<file path="config.mk">
export PLATFORM = sky130hd
export DESIGN_NAME = output_serializer_fifo_flat
export DESIGN_NICKNAME = d
export VERILOG_FILES = /design/src/rtl/output_serializer_fifo_if.sv /design/src/rtl/output_serializer_fifo.sv /design/src/flat_wrapper.sv
export SDC_FILE = /design/constraint.sdc
export NUM_CORES = 1
export LEC_CHECK = 0
export ABC_AREA = 1
export CAP_MARGIN = 40
export CELL_PAD_IN_SITES_DETAIL_PLACEMENT = 1
export CELL_PAD_IN_SITES_GLOBAL_PLACEMENT = 2
export CORE_ASPECT_RATIO = 1.2
export CORE_MARGIN = 10
export CORE_UTILIZATION = 37
export CTS_BUF_LIST = sky130_fd_sc_hd__clkbuf_8
export DETAILED_ROUTE_END_ITERATION = 8
export GPL_TIMING_DRIVEN = 0
export PLACE_DENSITY_LB_ADDON = 0.15
export SKIP_CTS_REPAIR_TIMING = 1
export SYNTH_ARGS = -nofsm -noshare
export SYNTH_HDL_FRONTEND = slang
export SYNTH_SLANG_ARGS = --single-unit
</file>
<file path="constraint.sdc">
create_clock -name clk_in -period 3.1 [get_ports clk_in]
set_input_delay 0.31 -clock clk_in [delete_from_list [all_inputs] [get_ports clk_in]]
set_output_delay 0.31 -clock clk_in [all_outputs]
set_load 0.1 [all_outputs]
</file>
<file path="src/rtl/output_serializer_fifo_if.sv">
// Producer/consumer handshake bundle for the serializer output stage.
// master = adder result path plus serial pin logic, slave = serializer.
interface output_serializer_fifo_if #(
    parameter int WIDTH = 32,
    parameter int DEPTH = 4
);
    localparam int LW = $clog2(DEPTH + 2);

    logic [WIDTH-1:0] parallel_in;
    logic             wr_in;
    logic             output_read_in;
    logic             input_rdy;
    logic             output_rdy;
    logic             serial_out;
    logic             last_out;
    logic [LW-1:0]    level_out;
    logic             ovf_err_out;

    modport master (
        output parallel_in, wr_in, output_read_in,
        input  input_rdy, output_rdy, serial_out, last_out, level_out, ovf_err_out
    );

    modport slave (
        input  parallel_in, wr_in, output_read_in,
        output input_rdy, output_rdy, serial_out, last_out, level_out, ovf_err_out
    );
endinterface

</file>
<file path="src/rtl/output_serializer_fifo.sv">
// Word FIFO feeding a parallel-to-serial shifter; one bit leaves per consumed
// cycle, with bypass into an idle shifter and gap-free reload at word end.
module output_serializer_fifo #(
    parameter int WIDTH     = 32,
    parameter int DEPTH     = 4,
    parameter bit MSB_FIRST = 1'b0
) (
    input  logic                    clk_in,
    input  logic                    rst_in,
    output_serializer_fifo_if.slave bus
);
    localparam int PW = $clog2(DEPTH);
    localparam int CW = $clog2(DEPTH + 1);
    localparam int IW = $clog2(WIDTH);
    localparam int LW = $clog2(DEPTH + 2);

    logic [WIDTH-1:0] mem [DEPTH];
    logic [PW-1:0]    rd_ptr, wr_ptr;
    logic [CW-1:0]    count;
    logic [WIDTH-1:0] shreg;
    logic [IW-1:0]    idx;
    logic             sh_vld;
    logic             ovf;

    logic fifo_full, fifo_empty, pop_bit, word_end, sh_free;
    logic accept, bypass, fifo_push, fifo_pop;

    assign fifo_full  = (count == CW'(DEPTH));
    assign fifo_empty = (count == '0);
    assign pop_bit    = bus.output_read_in && sh_vld;
    assign word_end   = pop_bit && (idx == IW'(WIDTH - 1));
    assign sh_free    = !sh_vld || word_end;
    assign accept     = bus.wr_in && !fifo_full;
    // An idle (or just-emptied) shifter takes the head of the FIFO first;
    // a new write only skips the FIFO when nothing is queued ahead of it.
    assign fifo_pop   = sh_free && !fifo_empty;
    assign bypass     = accept && fifo_empty && sh_free;
    assign fifo_push  = accept && !bypass;

    always_ff @(posedge clk_in or negedge rst_in) begin
        if (!rst_in) begin
            for (int i = 0; i < DEPTH; i++) mem[i] <= '0;
            rd_ptr <= '0;
            wr_ptr <= '0;
            count  <= '0;
        end else begin
            if (fifo_push) begin
                mem[wr_ptr] <= bus.parallel_in;
                wr_ptr      <= wr_ptr + PW'(1);
            end
            if (fifo_pop) rd_ptr <= rd_ptr + PW'(1);
            if (fifo_push && !fifo_pop)      count <= count + CW'(1);
            else if (!fifo_push && fifo_pop) count <= count - CW'(1);
        end
    end

    always_ff @(posedge clk_in or negedge rst_in) begin
        if (!rst_in) begin
            shreg  <= '0;
            idx    <= '0;
            sh_vld <= 1'b0;
        end else if (fifo_pop) begin
            shreg  <= mem[rd_ptr];
            idx    <= '0;
            sh_vld <= 1'b1;
        end else if (bypass) begin
            shreg  <= bus.parallel_in;
            idx    <= '0;
            sh_vld <= 1'b1;
        end else if (word_end) begin
            sh_vld <= 1'b0;
        end else if (pop_bit) begin
            shreg <= MSB_FIRST ? {shreg[WIDTH-2:0], 1'b0} : {1'b0, shreg[WIDTH-1:1]};
            idx   <= idx + IW'(1);
        end
    end

    always_ff @(posedge clk_in or negedge rst_in) begin
        if (!rst_in)                       ovf <= 1'b0;
        else if (bus.wr_in && fifo_full)   ovf <= 1'b1;
    end

    assign bus.input_rdy   = !fifo_full;
    assign bus.output_rdy  = sh_vld;
    assign bus.serial_out  = sh_vld && (MSB_FIRST ? shreg[WIDTH-1] : shreg[0]);
    assign bus.last_out    = sh_vld && (idx == IW'(WIDTH - 1));
    assign bus.level_out   = LW'(count) + LW'(sh_vld);
    assign bus.ovf_err_out = ovf;
endmodule

</file>
<file path="src/flat_wrapper.sv">
// flat-port wrapper written by rule: the top's interface ports become plain ports
module output_serializer_fifo_flat 
#(
    parameter int WIDTH     = 32,
    parameter int DEPTH     = 4,
    parameter bit MSB_FIRST = 1'b0
)
  (clk_in, rst_in, bus_parallel_in, bus_wr_in, bus_output_read_in, bus_input_rdy, bus_output_rdy, bus_serial_out, bus_last_out, bus_level_out, bus_ovf_err_out);
  output_serializer_fifo_if #(.WIDTH(WIDTH), .DEPTH(DEPTH)) bus_i ();
  input  logic clk_in;
  input  logic rst_in;
  input wire logic [$bits(bus_i.parallel_in)-1:0] bus_parallel_in;
  input wire logic [$bits(bus_i.wr_in)-1:0] bus_wr_in;
  input wire logic [$bits(bus_i.output_read_in)-1:0] bus_output_read_in;
  output wire logic [$bits(bus_i.input_rdy)-1:0] bus_input_rdy;
  output wire logic [$bits(bus_i.output_rdy)-1:0] bus_output_rdy;
  output wire logic [$bits(bus_i.serial_out)-1:0] bus_serial_out;
  output wire logic [$bits(bus_i.last_out)-1:0] bus_last_out;
  output wire logic [$bits(bus_i.level_out)-1:0] bus_level_out;
  output wire logic [$bits(bus_i.ovf_err_out)-1:0] bus_ovf_err_out;
  assign bus_i.parallel_in = bus_parallel_in;
  assign bus_i.wr_in = bus_wr_in;
  assign bus_i.output_read_in = bus_output_read_in;
  assign bus_input_rdy = bus_i.input_rdy;
  assign bus_output_rdy = bus_i.output_rdy;
  assign bus_serial_out = bus_i.serial_out;
  assign bus_last_out = bus_i.last_out;
  assign bus_level_out = bus_i.level_out;
  assign bus_ovf_err_out = bus_i.ovf_err_out;
  output_serializer_fifo #(.WIDTH(WIDTH), .DEPTH(DEPTH), .MSB_FIRST(MSB_FIRST)) u_core (.clk_in(clk_in), .rst_in(rst_in), .bus(bus_i));
endmodule
</file>
# Word-level counts from Yosys, hierarchy flattened
# Index checks and enable logic that the tools add are counted.
[totals] ff_bits=174 wordCells=69 in_bits=36 out_inout_bits=8
[op_classes] order_cmp=3 eq_ne=3 reduce_logical=25 bitwise_logic=2 n_mux=19 addsub=6
[ops] cell="$mux 32" n=7
[ops] cell="$bwmux 128" n=1
[ops] cell="$bmux 32 s2" n=1
[ops] cell="$demux 32 s2" n=1
[ops] cell="$mux 5" n=4
[ops] cell="$logic_and 1x1->1" n=13
[ops] cell="$ge 3x3->1 const B" n=2
[ops] cell="$logic_not 1->1" n=6
[ops] cell="$mux 3" n=2
[ops] cell="$not 2->3" n=2
[ops] cell="$reduce_bool 3->1" n=2
[ops] cell="$add 5x1->5 const B" n=1
[ops] cell="$eq 5x5->1 const B" n=1
[ops] cell="$add 2x1->2 const B" n=2
[ops] cell="$add 3x1->3" n=1
[ops] cell="$add 3x1->3 const B" n=1
[ops] cell="$eq 3x3->1 const B" n=1
[ops] cell="$logic_not 3->1" n=1
[ops] cell="$lt 3x1->1 const B" n=1
[ops] cell="$mux 1" n=3
[ops] cell="$ne 3x3->1 const B" n=1
[ops] cell="$sub 3x1->3 const B" n=1
[ops] cell="$reduce_and 2->1" n=1
[ops] cell="$reduce_bool 2->1" n=1
[ops] cell="$logic_or 1x1->1" n=1

# Logic depth before layout (Yosys ltp)
# Gate-level depths: netlist (run 1).
[depth] word_depth=11 depth_mapped=16

# Least setup slack after synthesis (run 1)
# Ideal clock, no wire load.
[synth_timing] path_type="register to output" startpoint="register u_core.sh_vld (netlist: u_core.bus.output_rdy)" endpoint="output port bus_level_out[2]" stages_incl_launch_ff=4 path_slack_ps=-31 t_arrival_ps=2821 path_cell_list="dfrtp_1 ha_1 ha_1 xor2_1"
[synth_via] elab_chain_len=1
[synth_lines] item="from (decl)" line_no="output_serializer_fifo.sv:22" rtl="logic sh_vld;"
[synth_lines] item="from (signal assigned)" line_no="output_serializer_fifo.sv:61" rtl="sh_vld <= 1'b0;"
[synth_lines] item="from (signal assigned)" line_no="output_serializer_fifo.sv:65" rtl="sh_vld <= 1'b1;"
[synth_lines] item="from (signal assigned)" line_no="output_serializer_fifo.sv:69" rtl="sh_vld <= 1'b1;"
[synth_lines] item="$add 3x1->3" line_no="output_serializer_fifo.sv:87" rtl="assign bus.level_out = LW'(count) + LW'(sh_vld);"
[synth_lines] item="to (decl)" line_no="flat_wrapper.sv:19" rtl="output wire logic [$bits(bus_i.level_out)-1:0] bus_level_out;"
# Every way passes these cells.

# Final worst setup path (run 1)
[layout_timing] startpoint="register u_core.idx[0]" endpoint="register u_core.count[1]"
[layout_via] elab_chain_len=9 word_cells_on_any_way=13 classes_between="eq/ne (1); mux (1); reduce/logical (11)"
[layout_lines] item="from (decl)" line_no="output_serializer_fifo.sv:21" rtl="logic [IW-1:0] idx;"
[layout_lines] item="from (signal assigned)" line_no="output_serializer_fifo.sv:74" rtl="idx <= idx + IW'(1);"
[layout_lines] item="$eq 5x5->1 (*)" line_no="output_serializer_fifo.sv:31" rtl="assign word_end = pop_bit && (idx == IW'(WIDTH - 1));"
[layout_lines] item="$logic_and 1x1->1 (*)" line_no="output_serializer_fifo.sv:31"
[layout_lines] item="$logic_or 1x1->1 (*)" line_no="output_serializer_fifo.sv:32" rtl="assign sh_free = !sh_vld || word_end;"
[layout_lines] item="$logic_and 1x1->1" line_no="output_serializer_fifo.sv:37" rtl="assign bypass = accept && fifo_empty && sh_free;"
[layout_lines] item="$logic_not 1->1" line_no="output_serializer_fifo.sv:38" rtl="assign fifo_push = accept && !bypass;"
[layout_lines] item="$logic_and 1x1->1" line_no="output_serializer_fifo.sv:38"
[layout_lines] item="$logic_not 1->1" line_no="output_serializer_fifo.sv:53" rtl="else if (!fifo_push && fifo_pop) count <= count - CW'(1);"
[layout_lines] item="$logic_and 1x1->1" line_no="output_serializer_fifo.sv:53"
[layout_lines] item="$reduce_bool 2->1 (no source line)"
[layout_lines] item="to (signal assigned)" line_no="output_serializer_fifo.sv:52" rtl="if (fifo_push && !fifo_pop) count <= count + CW'(1);"
[layout_lines] item="to (signal assigned)" line_no="output_serializer_fifo.sv:53"
[layout_lines] item="to (decl)" line_no="output_serializer_fifo.sv:19" rtl="logic [CW-1:0] count;"
# Mark *: on every way between the ends. The rest lies on a longest branch, timed or not.
# A chain may end at the register's enable or synchronous reset.

==> run_results.csv, run 1 <==
group,metric,value,unit
run_status,outcome,"finished clean",
critical_path,worstPathBufferInverterCount,2,
run,max_cap_viol_count,0,
critical_path,max_stage_delay,0.44,ns
critical_path,cp_cell_sequence,"ha_1, nand2_1, nor2_1, ha_1, nand2_1, nand2_1, nand2_1, clkbuf_4, ha_1, inv_1, fa_1, mux2_2",
routing,wl_per_cell,16.9,um
clock_network,clockBufferDepth,2,
global_route,antenna_found_initial,0,
sta,min_period_over_period,92.0,%
synthesis,yosys.area_share.simple,30.1,%
place,dp_hpwl,17700,um
clock_network,clk_pin_slew_worst_paths,0.11,ns
global_route,busiest_layer,"met2",
final_layout,n_antenna_cell,0,
synthesis,async_flop_share,100,%
critical_path,critPathLaunchType,"flip-flop",
routing,drt_iter0_markers,363,
sta,worstMarginPinSlew,0.775,ns
synthesis,muxShareOfSynthArea,0.129,%
critical_path,end_kind,"flip-flop",
sta,tns,0,ns
global_route,use_met3,2.03,%
place,place.gp.congestion,0.742,
critical_path,path_class,"flip-flop to flip-flop",
routing,vias,7353,
routing,drc,0,
global_route,use_met1,21.7,%
global_route,grt-ovfl-total,0,
global_route,grt_max_degree,94,
critical_path,r2r_slack,0.25,ns
global_route,grt_pass1_vias,7772,
min_path,hp-class,"primary input to asynchronous set/reset pin",
synthesis,ys_types,28,
pwr,powerDensity,992,mW/mm^2
synthesis,synth_top_family_by_area,"simple AND/OR/NAND/NOR gates",
sta,rsz0062_at_grt,"no",
routing,viasPerCell,4.86,
final_layout,areaGrowthSynthToFinish,16.2,%
critical_path,critPathTopFamily,"adder cells",
floorplanning,core,0.0232,mm^2
sta,slew_headroom,48.4,%
synthesis,synth_compound_area_share,9.16,%
synthesis,syn_nets,1160,
final_layout,fill_cells,2958,
pwr,peakVddDrop,0.373,mV
synthesis,synth_cells,1114,
clock_network,clock-sinks,174,
sta,setup_violations,0,
sta,fmax,0.351,GHz
synthesis,synth_edf_count,0,
critical_path,slowest_stage,"fa_1",
synthesis,ys_ff_latch,174,
clock_network,root_buffer,"clkbuf_8",
synthesis,ys.warnings.count,0,
floorplanning,dieWidth,160,um
synthesis,post_synth_xor_area_fraction,0.602,%
sta,finalHoldViolations,0,
clock_network,tritoncts,"yes",
pwr,p_leak,5.17,nW
floorplanning,row_count,61,
place,portBuffers,43,
clock_network,h-tree-depth,4,
final_layout,layout-drive-gt1-share,10.4,%
routing,antenna_left,0,
floorplanning,die-area,0.0302,mm^2
synthesis,synth_flop_cell,"dfrtp_1",
synthesis,synth-seq-area-share,49.9,%
synthesis,synthAdderAreaFrac,1.52,%
critical_path,critPathArrivalTime,3.22,ns
critical_path,timing.rr.start,"u_core.idx[0]$_DFFE_PN0P_",
global_route,grt_usage,17.3,%
final_layout,final_nets,1232,
synthesis,syn_area_per_cell,7.83,um^2
clock_network,cts_buffers,17,
global_route,grtUsageMet2,30.5,%
synthesis,syn_area,0.00873,mm^2
place,placed_cell_area,0.00975,mm^2
critical_path,r2r_cells,12,
floorplanning,die_y,188,um
global_route,grt_pass1_wl,41800,um
sta,min_period,2.85,ns
final_layout,design_area,0.0101,mm^2
sta,finalClockSkew,0.0208,ns
critical_path,cp.required,3.47,ns
clock_network,clk_latency,0.48,ns
critical_path,r2r_end,"u_core.count[1]$_DFFE_PN0P_",
critical_path,worst_path_most_repeated_cell,"nand2_1",
critical_path,worst-path-max-fanout,10,
sta,maxSlewViolCount,0,
routing,dr.pass1.iters,4,
routing,wirelength,25500,um
floorplanning,ios,44,
floorplanning,start_util,37.6,%
cells in the mapped netlist (5+ instances only):
cell type / number / share of area [%]
nand2_1: 523 / 22
dfrtp_1: 174 / 50
buf_6: 24 / 3.1
buf_1: 5 / 0.22
clkbuf_1: 16 / 0.69
o21ai_2: 29 / 2.9
inv_1: 81 / 3.5
buf_2: 18 / 1.0
nor2_1: 12 / 0.52
ha_1: 9 / 1.3
xor2_1: 5 / 0.50
o21ai_1: 100 / 5.7
nand3_1: 96 / 5.5
metrics by stage:
stage / cells / hold slack [ns] / util (%) / worst slack (ns) / power, W
floorplan: 1114 / 0.0144 / - / 0.234 / 0.00711
global route: 1514 / 0.475 / 43.7 / 0.0114 / 0.0109
global placement: 1472 / 0.456 / 41.2 / -6.26 / 0.00826
CTS: 1513 / -0.154 / 43.6 / -0.159 / 0.0102
finish: 1514 / 0.430 / 43.7 / 0.249 / 0.0101
detailed placement: 1481 / 0.372 / 42.0 / -0.130 / 0.00861
state kept, by name, indices dropped and copies added (netlist names):
signal and cells:
u_core.mem 128, u_core.shreg 32, u_core.idx 5, u_core.count 3, u_core.rd_ptr 2, u_core.wr_ptr 2, u_core.bus.output_rdy 1, u_core.bus.ovf_err_out 1
cells by family after synthesis:
logic type      Yosys count
flops                   174
mux                       1
simple gates            642
fa+ha+maj                10
compound gates          136
xor+xnor                  6
buf+inv                 145
worst max-delay path by stage:
stage | cells past startpoint | end | start | slack, ns
after floorplan | 8 | u_core.count[1]$_DFFE_PN0P_ | u_core.count[0]$_DFFE_PN0P_ | 0.23
after global placement | 1 | u_core.shreg[26]$_DFFE_PN0P_ | rst_in | -6.26
after detailed placement | 12 | u_core.count[1]$_DFFE_PN0P_ | u_core.idx[0]$_DFFE_PN0P_ | -0.13
after CTS | 12 | u_core.count[1]$_DFFE_PN0P_ | u_core.idx[0]$_DFFE_PN0P_ | -0.16
after global routing | 15 | u_core.count[2]$_DFFE_PN0P_ | u_core.idx[0]$_DFFE_PN0P_ | 0.01
final | 12 | u_core.count[1]$_DFFE_PN0P_ | u_core.idx[0]$_DFFE_PN0P_ | 0.25
per-layer routing:
layer  routed length (um)  vias to the layer above
met5                    0                        -
met4                  303                        0
met3                  354                       16
met2                13000                       52
met1                11900                     3651
li1                     -                     3634
power breakdown:
group          switching, W  leakage (nW)  total, W  internal (W)
logic               0.00287          2.80   0.00462       0.00175
registers          0.000560          2.19   0.00385       0.00330
clock network      0.000905         0.190   0.00159      0.000681
total               0.00434          5.17    0.0101       0.00572
area by class of cell:
class	count	area (um^2)	area share, %
sequential	174	4350	42.9
multi-input combinational	795	3630	35.8
timing repair buffer	53	631	6.22
buffer	63	443	4.37
tap	315	394	3.89
inverter	82	308	3.04
clock buffer	19	262	2.58
clock inverter	13	115	1.14
layout by cell type (no fill, tap or decap), drive strengths merged:
cell type | synthesis | final
fa | 1 | 1
ha | 9 | 9
o21a | 2 | 2
nor3 | 2 | 2
xor2 | 5 | 5
a31o | 1 | 1
inv | 82 | 86
clkinv | 0 | 5
nand3 | 96 | 96
bufinv | 0 | 1
nand4 | 1 | 1
clkdlybuf4s50 | 0 | 42
clkinvlp | 0 | 3
nor2 | 15 | 15
mux2 | 1 | 1
dlygate4sd3 | 0 | 1
o21ai | 132 | 132
dfrtp | 174 | 174
o22ai | 1 | 1
nand2 | 527 | 527
or2 | 1 | 1
clkbuf | 16 | 35
buf | 47 | 57
xnor2 | 1 | 1
No activity file was read; power rests on OpenSTA's default activity.
==> inputs of run 2 (changes only) <==
- HOLD_SLACK_MARGIN: not set -> 0.1
==> results of run 2 <==
Final layout, timing and power as in run 1 (identical DEF).
